<file path="src/rtl/mem_access_unit_pkg.sv">
// Shared encodings for the MEM-stage access unit: funct3/size codes, enable bit
// positions, FSM states and the alignment rule used by decoder and EX/MEM stages.
package mem_access_unit_pkg;

  typedef enum logic [1:0] {
    S_IDLE = 2'd0,
    S_WAIT = 2'd1,
    S_DONE = 2'd2
  } state_e;

  localparam int LOAD_EN_BIT  = 3;
  localparam int STORE_EN_BIT = 2;

  localparam logic [2:0] F3_LB  = 3'b000;
  localparam logic [2:0] F3_LH  = 3'b001;
  localparam logic [2:0] F3_LW  = 3'b010;
  localparam logic [2:0] F3_LBU = 3'b100;
  localparam logic [2:0] F3_LHU = 3'b101;

  localparam logic [1:0] SZ_B = 2'b00;
  localparam logic [1:0] SZ_H = 2'b01;
  localparam logic [1:0] SZ_W = 2'b10;

  // Load funct3[1:0] and store size share one encoding, so a single rule covers both.
  function automatic logic isMisaligned(input logic [1:0] size, input logic [1:0] byteOff);
    case (size)
      SZ_H:    return byteOff[0];
      SZ_W:    return byteOff != 2'b00;
      default: return 1'b0;
    endcase
  endfunction

endpackage

</file>
<file path="src/rtl/mem_access_unit_if.sv">
// Data-memory req/ack bus between the MEM-stage access unit (master) and data memory (slave).
interface mem_access_unit_if;

  logic        req;
  logic        we;
  logic [31:0] addr;
  logic [31:0] wdata;
  logic [3:0]  be;
  logic [31:0] rdata;
  logic        ack;

  modport master (
    output req, we, addr, wdata, be,
    input  rdata, ack
  );

  modport slave (
    input  req, we, addr, wdata, be,
    output rdata, ack
  );

endinterface

</file>
<file path="src/rtl/mem_access_unit_load_formatter.sv">
// Combinational load alignment: shifts the read word down to the requested byte
// lane and sign/zero extends according to the load funct3.
module mem_access_unit_load_formatter
  import mem_access_unit_pkg::*;
(
  input  logic [31:0] rdata_i,
  input  logic [1:0]  byte_off_i,
  input  logic [2:0]  funct3_i,
  output logic [31:0] result_o
);

  logic [31:0] shifted;

  always_comb begin
    shifted  = rdata_i >> {byte_off_i, 3'b000};
    result_o = shifted;
    case (funct3_i)
      F3_LB:   result_o = {{24{shifted[7]}}, shifted[7:0]};
      F3_LBU:  result_o = {24'd0, shifted[7:0]};
      F3_LH:   result_o = {{16{shifted[15]}}, shifted[15:0]};
      F3_LHU:  result_o = {16'd0, shifted[15:0]};
      F3_LW:   result_o = shifted;
      default: result_o = shifted;
    endcase
  end

endmodule

</file>
<file path="src/rtl/mem_access_unit.sv">
// MEM-stage data-memory access controller: issues req/ack bus transactions, builds
// byte enables and store lanes, formats load data and stalls the pipeline meanwhile.
module mem_access_unit
  import mem_access_unit_pkg::*;
#(
  parameter int TIMEOUT_CYCLES = 16
) (
  input  logic              clk,
  input  logic              rst_n,
  input  logic [3:0]        mem_read_i,
  input  logic [2:0]        mem_write_i,
  input  logic [31:0]       addr_i,
  input  logic [31:0]       store_data_i,
  output logic [31:0]       load_data_o,
  output logic              mem_stall_o,
  output logic              misaligned_o,
  output logic              bus_error_o,
  mem_access_unit_if.master dmem
);

  localparam logic [7:0] TMO_LAST = 8'(TIMEOUT_CYCLES - 1);

  state_e      state_q, state_d;
  logic        isLoad, access, startAccess, timeoutHit;
  logic [1:0]  accSize;
  logic [3:0]  storeBe;
  logic [31:0] storeWdata;
  logic [31:0] formatted;

  logic        req_q, we_q, isLoad_q, busErr_q;
  logic [31:0] addr_q, wdata_q, loadData_q;
  logic [3:0]  be_q;
  logic [1:0]  byteOff_q;
  logic [2:0]  funct3_q;
  logic [7:0]  tmoCnt_q;

  // A simultaneous load and store enable is treated as a load.
  assign isLoad       = mem_read_i[LOAD_EN_BIT];
  assign access       = isLoad | mem_write_i[STORE_EN_BIT];
  assign accSize      = isLoad ? mem_read_i[1:0] : mem_write_i[1:0];
  assign misaligned_o = access & isMisaligned(accSize, addr_i[1:0]);
  assign startAccess  = access & ~misaligned_o;
  assign timeoutHit   = (tmoCnt_q == TMO_LAST);

  always_comb begin
    storeBe    = 4'b1111;
    storeWdata = store_data_i;
    if (!isLoad) begin
      case (mem_write_i[1:0])
        SZ_B: begin
          storeBe    = 4'b0001 << addr_i[1:0];
          storeWdata = {4{store_data_i[7:0]}};
        end
        SZ_H: begin
          storeBe    = 4'b0011 << addr_i[1:0];
          storeWdata = {2{store_data_i[15:0]}};
        end
        default: begin
          storeBe    = 4'b1111;
          storeWdata = store_data_i;
        end
      endcase
    end
  end

  mem_access_unit_load_formatter u_load_formatter (
    .rdata_i    (dmem.rdata),
    .byte_off_i (byteOff_q),
    .funct3_i   (funct3_q),
    .result_o   (formatted)
  );

  always_ff @(posedge clk or negedge rst_n) begin
    if (!rst_n) state_q <= S_IDLE;
    else        state_q <= state_d;
  end

  always_comb begin
    state_d = state_q;
    case (state_q)
      S_IDLE:  if (startAccess) state_d = S_WAIT;
      S_WAIT:  if (dmem.ack || timeoutHit) state_d = S_DONE;
      S_DONE:  state_d = S_IDLE;
      default: state_d = S_IDLE;
    endcase
  end

  // DONE releases the stall so the pipeline advances on the edge that returns to IDLE.
  always_comb begin
    mem_stall_o = 1'b0;
    case (state_q)
      S_IDLE:  mem_stall_o = startAccess;
      S_WAIT:  mem_stall_o = 1'b1;
      default: mem_stall_o = 1'b0;
    endcase
  end

  always_ff @(posedge clk or negedge rst_n) begin
    if (!rst_n) begin
      req_q      <= 1'b0;
      we_q       <= 1'b0;
      addr_q     <= 32'd0;
      wdata_q    <= 32'd0;
      be_q       <= 4'd0;
      byteOff_q  <= 2'd0;
      funct3_q   <= 3'd0;
      isLoad_q   <= 1'b0;
      tmoCnt_q   <= 8'd0;
      loadData_q <= 32'd0;
      busErr_q   <= 1'b0;
    end else begin
      busErr_q <= 1'b0;
      case (state_q)
        S_IDLE: begin
          if (startAccess) begin
            req_q     <= 1'b1;
            we_q      <= ~isLoad;
            addr_q    <= {addr_i[31:2], 2'b00};
            wdata_q   <= storeWdata;
            be_q      <= storeBe;
            byteOff_q <= addr_i[1:0];
            funct3_q  <= mem_read_i[2:0];
            isLoad_q  <= isLoad;
            tmoCnt_q  <= 8'd0;
          end
        end
        S_WAIT: begin
          // An ack arriving on the expiry edge still completes normally.
          if (dmem.ack) begin
            req_q <= 1'b0;
            if (isLoad_q) loadData_q <= formatted;
          end else if (timeoutHit) begin
            req_q      <= 1'b0;
            loadData_q <= 32'd0;
            busErr_q   <= 1'b1;
          end else begin
            tmoCnt_q <= tmoCnt_q + 8'd1;
          end
        end
        default: ;
      endcase
    end
  end

  assign dmem.req    = req_q;
  assign dmem.we     = we_q;
  assign dmem.addr   = addr_q;
  assign dmem.wdata  = wdata_q;
  assign dmem.be     = be_q;
  assign load_data_o = loadData_q;
  assign bus_error_o = busErr_q;

endmodule

</file>
<file path="src/flat_wrapper.sv">
// flat-port wrapper written by rule: the top's interface ports become plain ports
module mem_access_unit_flat import mem_access_unit_pkg::*;
#(
  parameter int TIMEOUT_CYCLES = 16
)
  (clk, rst_n, mem_read_i, mem_write_i, addr_i, store_data_i, load_data_o, mem_stall_o, misaligned_o, bus_error_o, dmem_req, dmem_we, dmem_addr, dmem_wdata, dmem_be, dmem_rdata, dmem_ack);
  mem_access_unit_if dmem_i ();
  input  logic clk;
  input  logic rst_n;
  input  logic [3:0] mem_read_i;
  input  logic [2:0] mem_write_i;
  input  logic [31:0] addr_i;
  input  logic [31:0] store_data_i;
  output logic [31:0] load_data_o;
  output logic mem_stall_o;
  output logic misaligned_o;
  output logic bus_error_o;
  output wire logic [$bits(dmem_i.req)-1:0] dmem_req;
  output wire logic [$bits(dmem_i.we)-1:0] dmem_we;
  output wire logic [$bits(dmem_i.addr)-1:0] dmem_addr;
  output wire logic [$bits(dmem_i.wdata)-1:0] dmem_wdata;
  output wire logic [$bits(dmem_i.be)-1:0] dmem_be;
  input wire logic [$bits(dmem_i.rdata)-1:0] dmem_rdata;
  input wire logic [$bits(dmem_i.ack)-1:0] dmem_ack;
  assign dmem_req = dmem_i.req;
  assign dmem_we = dmem_i.we;
  assign dmem_addr = dmem_i.addr;
  assign dmem_wdata = dmem_i.wdata;
  assign dmem_be = dmem_i.be;
  assign dmem_i.rdata = dmem_rdata;
  assign dmem_i.ack = dmem_ack;
  mem_access_unit #(.TIMEOUT_CYCLES(TIMEOUT_CYCLES)) u_core (.clk(clk), .rst_n(rst_n), .mem_read_i(mem_read_i), .mem_write_i(mem_write_i), .addr_i(addr_i), .store_data_i(store_data_i), .load_data_o(load_data_o), .mem_stall_o(mem_stall_o), .misaligned_o(misaligned_o), .bus_error_o(bus_error_o), .dmem(dmem_i));
endmodule
</file>
<file path="config.mk">
export PLATFORM = sky130hd
export DESIGN_NAME = mem_access_unit_flat
export DESIGN_NICKNAME = d
export VERILOG_FILES = /design/src/rtl/mem_access_unit_pkg.sv /design/src/rtl/mem_access_unit_if.sv /design/src/rtl/mem_access_unit_load_formatter.sv /design/src/rtl/mem_access_unit.sv /design/src/flat_wrapper.sv
export SDC_FILE = /design/constraint.sdc
export NUM_CORES = 1
export LEC_CHECK = 0
export ABC_AREA = 1
export ABC_CLOCK_PERIOD_IN_PS = 1880
export CORE_MARGIN = 2
export CORE_UTILIZATION = 45
export CTS_BUF_LIST = sky130_fd_sc_hd__clkbuf_4 sky130_fd_sc_hd__clkbuf_8
export CTS_CLUSTER_DIAMETER = 80
export DETAILED_ROUTE_END_ITERATION = 12
export PLACE_DENSITY = 0.8
export RECOVER_POWER = 25
export SLEW_MARGIN = 20
export SYNTH_ARGS = -nofsm -noshare
export SYNTH_HDL_FRONTEND = slang
export SYNTH_SLANG_ARGS = --single-unit
</file>
<file path="constraint.sdc">
create_clock -name clk -period 1.88 [get_ports clk]
set_clock_uncertainty 0.05 [all_clocks]
set_input_delay 0.376 -clock clk [delete_from_list [all_inputs] [get_ports clk]]
set_output_delay 0.376 -clock clk [all_outputs]
set_load 0.01 [all_outputs]
</file>
==> impl_metrics.json <==
{
  "tns_ns": 0,
  "ys.flop_type": "dfrtp_1",
  "synth_cells": 791,
  "place.gp.congestion": 0.887,
  "r2r_cells": 13,
  "die_x_um": 119,
  "start_util_pct": 46.5,
  "setup_violations": 0,
  "max_slew_margin_pct": 41.8,
  "clkSinkCount": 117,
  "nets": 1140,
  "insertion_delay_ns": 0.44,
  "cp.arrival_ns": 1.45,
  "avgSynthCellArea_um2": 7.48,
  "cp_slowest_cell": "ha_2",
  "routed_wl_mm": 18.3,
  "hold_depth": 3,
  "drc": 0,
  "worstReg2RegEnd": "u_core.dmem.req",
  "synth_most_common_cell": "nand2_1",
  "cts.path.max_buffers": 2,
  "final.min_clock_period_ns": 1.88,
  "core_um2": 12700,
  "crit_fanout": 6,
  "hold_start": "mem_read_i[3]",
  "required_ns": 1.45,
  "dp_cells": 1163,
  "min_to": "u_core.dmem.we",
  "p_leak_uw": 0.00452,
  "fmax_ghz": 0.533,
  "path_buf_inv": 4,
  "syn-cell-area_um2": 5910,
  "synthTopCellsByCount": "383 x nand2_1, 117 x dfrtp_1, 75 x nand3_1",
  "drv_slew": 0,
  "fin_util_pct": 70.0,
  "cp-end-kind": "output pin",
  "cap_viol_max_count": 0,
  "fin_cells": 1212,
  "dieArea_um2": 14100,
  "status": "completed",
  "ys_warn_count": 0,
  "grt_pass1_vias": 6073,
  "grt_usage_pct": 27.1,
  "r2r-start": "u_core.state_q[1]",
  "clk_pin_slew_worst_paths_ns": 0.07,
  "tightest_slew_ns": 0.873,
  "firstDrtPassIters": 5,
  "numCtsBuffers": 17,
  "ioPinCount": 211,
  "hold_viol_final": 0,
  "dp_slack_ns": -0.961,
  "crit_family": "buffers and inverters",
  "grt_antenna_before_repair": 0,
  "ys_types": 31,
  "viasPerCell": 4.98,
  "area_delta_synth_final_pct": 50.5,
  "drive_above_1_share_pct": 11.8,
  "yosys.area.top_type_share_pct": 49.5,
  "synth_edf_count": 0,
  "ys_seq_area_share_pct": 49.5,
  "cts.htree.levels": 4,
  "yosys.area.top_type": "dfrtp_1",
  "fin_crit_sh_pct": 99.9,
  "num_antenna_cells": 0,
  "worstSetupPathType": "in -> out",
  "synth_area_leaders": "dfrtp_1 50%, nand2_1 24%, nand3_1 6.3%",
  "root_buffer": "clkbuf_8",
  "crit_path_max_incr_delay_ns": 0.17,
  "cp-start-kind": "primary input",
  "die_y_um": 119,
  "ant_nets": 0,
  "io_buffer_count": 208,
  "grt_pass1_wl_mm": 30.4,
  "reg2reg_slack_ns": 0.21,
  "gr-total-overflow": 0,
  "dr_total_vias": 6039,
  "crit_chain": "buf_8 -> a21oi_2 -> inv_1 -> ha_2 -> nand2_1 -> inv_1 -> o21ai_2 -> nand2_1 -> nand2_2 -> buf_6",
  "grt_max_degree": 63,
  "rsz0062_at_grt": "true",
  "drtIter0Drc": 464,
  "layout_setup_ws_ns": 0.00220,
  "power.total_uw": 13300,
  "synth-seq-cells": 117,
  "fillers": 1065,
  "ir_worst_vdd_mv": 0.839,
  "rows": 41,
  "synthArstFlopShare_pct": 100,
  "dp_hpwl_mm": 13.0,
  "avgRoutedWirePerCell_um": 15.1,
  "cts_tree": "built",
  "power_density_nw_per_um2": 1490,
  "hp-class": "in -> reg"
}
## worst max path at each step
stage	start	end	slack, ns	depth (start not counted)
after floorplan	mem_write_i[0]	u_core.tmoCnt_q[3]	0.03	12
after global placement	mem_read_i[3]	mem_stall_o	-0.91	11
after detailed placement	mem_read_i[3]	mem_stall_o	-0.96	11
after CTS	mem_read_i[0]	mem_stall_o	0.0001	12
after global routing	mem_read_i[3]	mem_stall_o	-0.07	10
final	mem_read_i[3]	mem_stall_o	0.002	10
## metrics by stage
step | instance area (um2) | hold slack [ns]
floorplan | 5920 | 0.0304
CTS | 8860 | 0.154
finish | 8900 | 0.210
global placement | 8340 | 0.202
detailed placement | 8340 | 0.199
global route | 8900 | 0.186
## area by class of cell
class	instances	area (um2)	share of cell area (%)
repair buffers	265	2660	29.9
clock inverters	5	50.0	0.562
flip-flops and latches	117	2930	32.9
multi-input cells	590	2590	29.1
inverters	40	153	1.71
well taps	172	215	2.42
clock buffers	23	310	3.49
## kinds of logic after synthesis
kind of cell | synth area share, %
AO/OA/AOI/OAI | 7.47
XOR/XNOR | 0.296
adder cells (fa/ha/maj) | 0.635
buffers and inverters | 7.47
flip-flops | 49.5
other | 0.0634
AND/OR/NAND/NOR | 34.6
## cell usage in the layout (no fill, tap or decap), types with 2 or more instances in the layout
| cell | Yosys | layout |
|---|---|---|
| a21oi_1 | 18 | 17 |
| buf_12 | 0 | 10 |
| buf_2 | 21 | 2 |
| buf_4 | 5 | 40 |
| buf_6 | 10 | 10 |
| clkbuf_8 | 0 | 22 |
| clkdlybuf4s50_1 | 0 | 196 |
| clkinv_1 | 3 | 3 |
| clkinv_2 | 0 | 4 |
| conb_1 | 1 | 2 |
| dfrtp_1 | 117 | 117 |
| dlymetal6s2s_1 | 0 | 3 |
| ha_1 | 3 | 2 |
| inv_1 | 30 | 28 |
| inv_2 | 6 | 8 |
| nand2_1 | 383 | 380 |
| nand2_2 | 3 | 6 |
| nand3_1 | 75 | 75 |
| nand3_4 | 2 | 2 |
| nor2_1 | 24 | 23 |
| nor2_2 | 5 | 5 |
| nor3_1 | 2 | 2 |
| o211ai_1 | 7 | 7 |
| o21ai_0 | 40 | 39 |
| o21ai_1 | 18 | 17 |
| o21ai_2 | 1 | 3 |
## power by group
group	internal, uW	total [uW]	switching [uW]
Sequential	3630	4330	702
Clock	1200	2170	970
Combinational	3330	6800	3470
## what timing repair did
item	in CTS	in global routing
gates resized for setup	39	17
gates cloned	0	0
hold buffers	1	0
setup buffers	21	0
setup endpoints to repair	85	7
endpoints found under the hold margin	11	0
pin swaps	7	8
## state kept, by name (all words and copies together), names as in the netlist, 2 cells and up
name	cells
u_core.dmem.wdata	32
u_core.load_data_o	32
u_core.dmem.addr	30
u_core.tmoCnt_q	8
u_core.dmem.be	4
u_core.funct3_q	3
u_core.byteOff_q	2
u_core.state_q	2
## worst register-to-register path, stage by stage, from the launching register on
cell     delay (ns)
dfrtp_1        0.41
nor2_2         0.17
nand2_1        0.10
nand2_2        0.10
buf_6          0.10
buf_6          0.08
buf_6          0.08
buf_4          0.09
buf_4          0.09
buf_6          0.08
buf_6          0.08
nand2_2        0.03
nand2_1        0.06
nand2_1        0.04
## routing by layer
layer | routed length [um] | up-vias | GRT usage (%)
met2 | 8690 | 242 | 43.5
met3 | 1810 | 35 | 10.7
li1 | - | 2962 | -
met5 | 0 | - | 0
met1 | 7360 | 2800 | 32.9
met4 | 442 | 0 | 10.1
No activity file was read; power rests on OpenSTA's default activity.
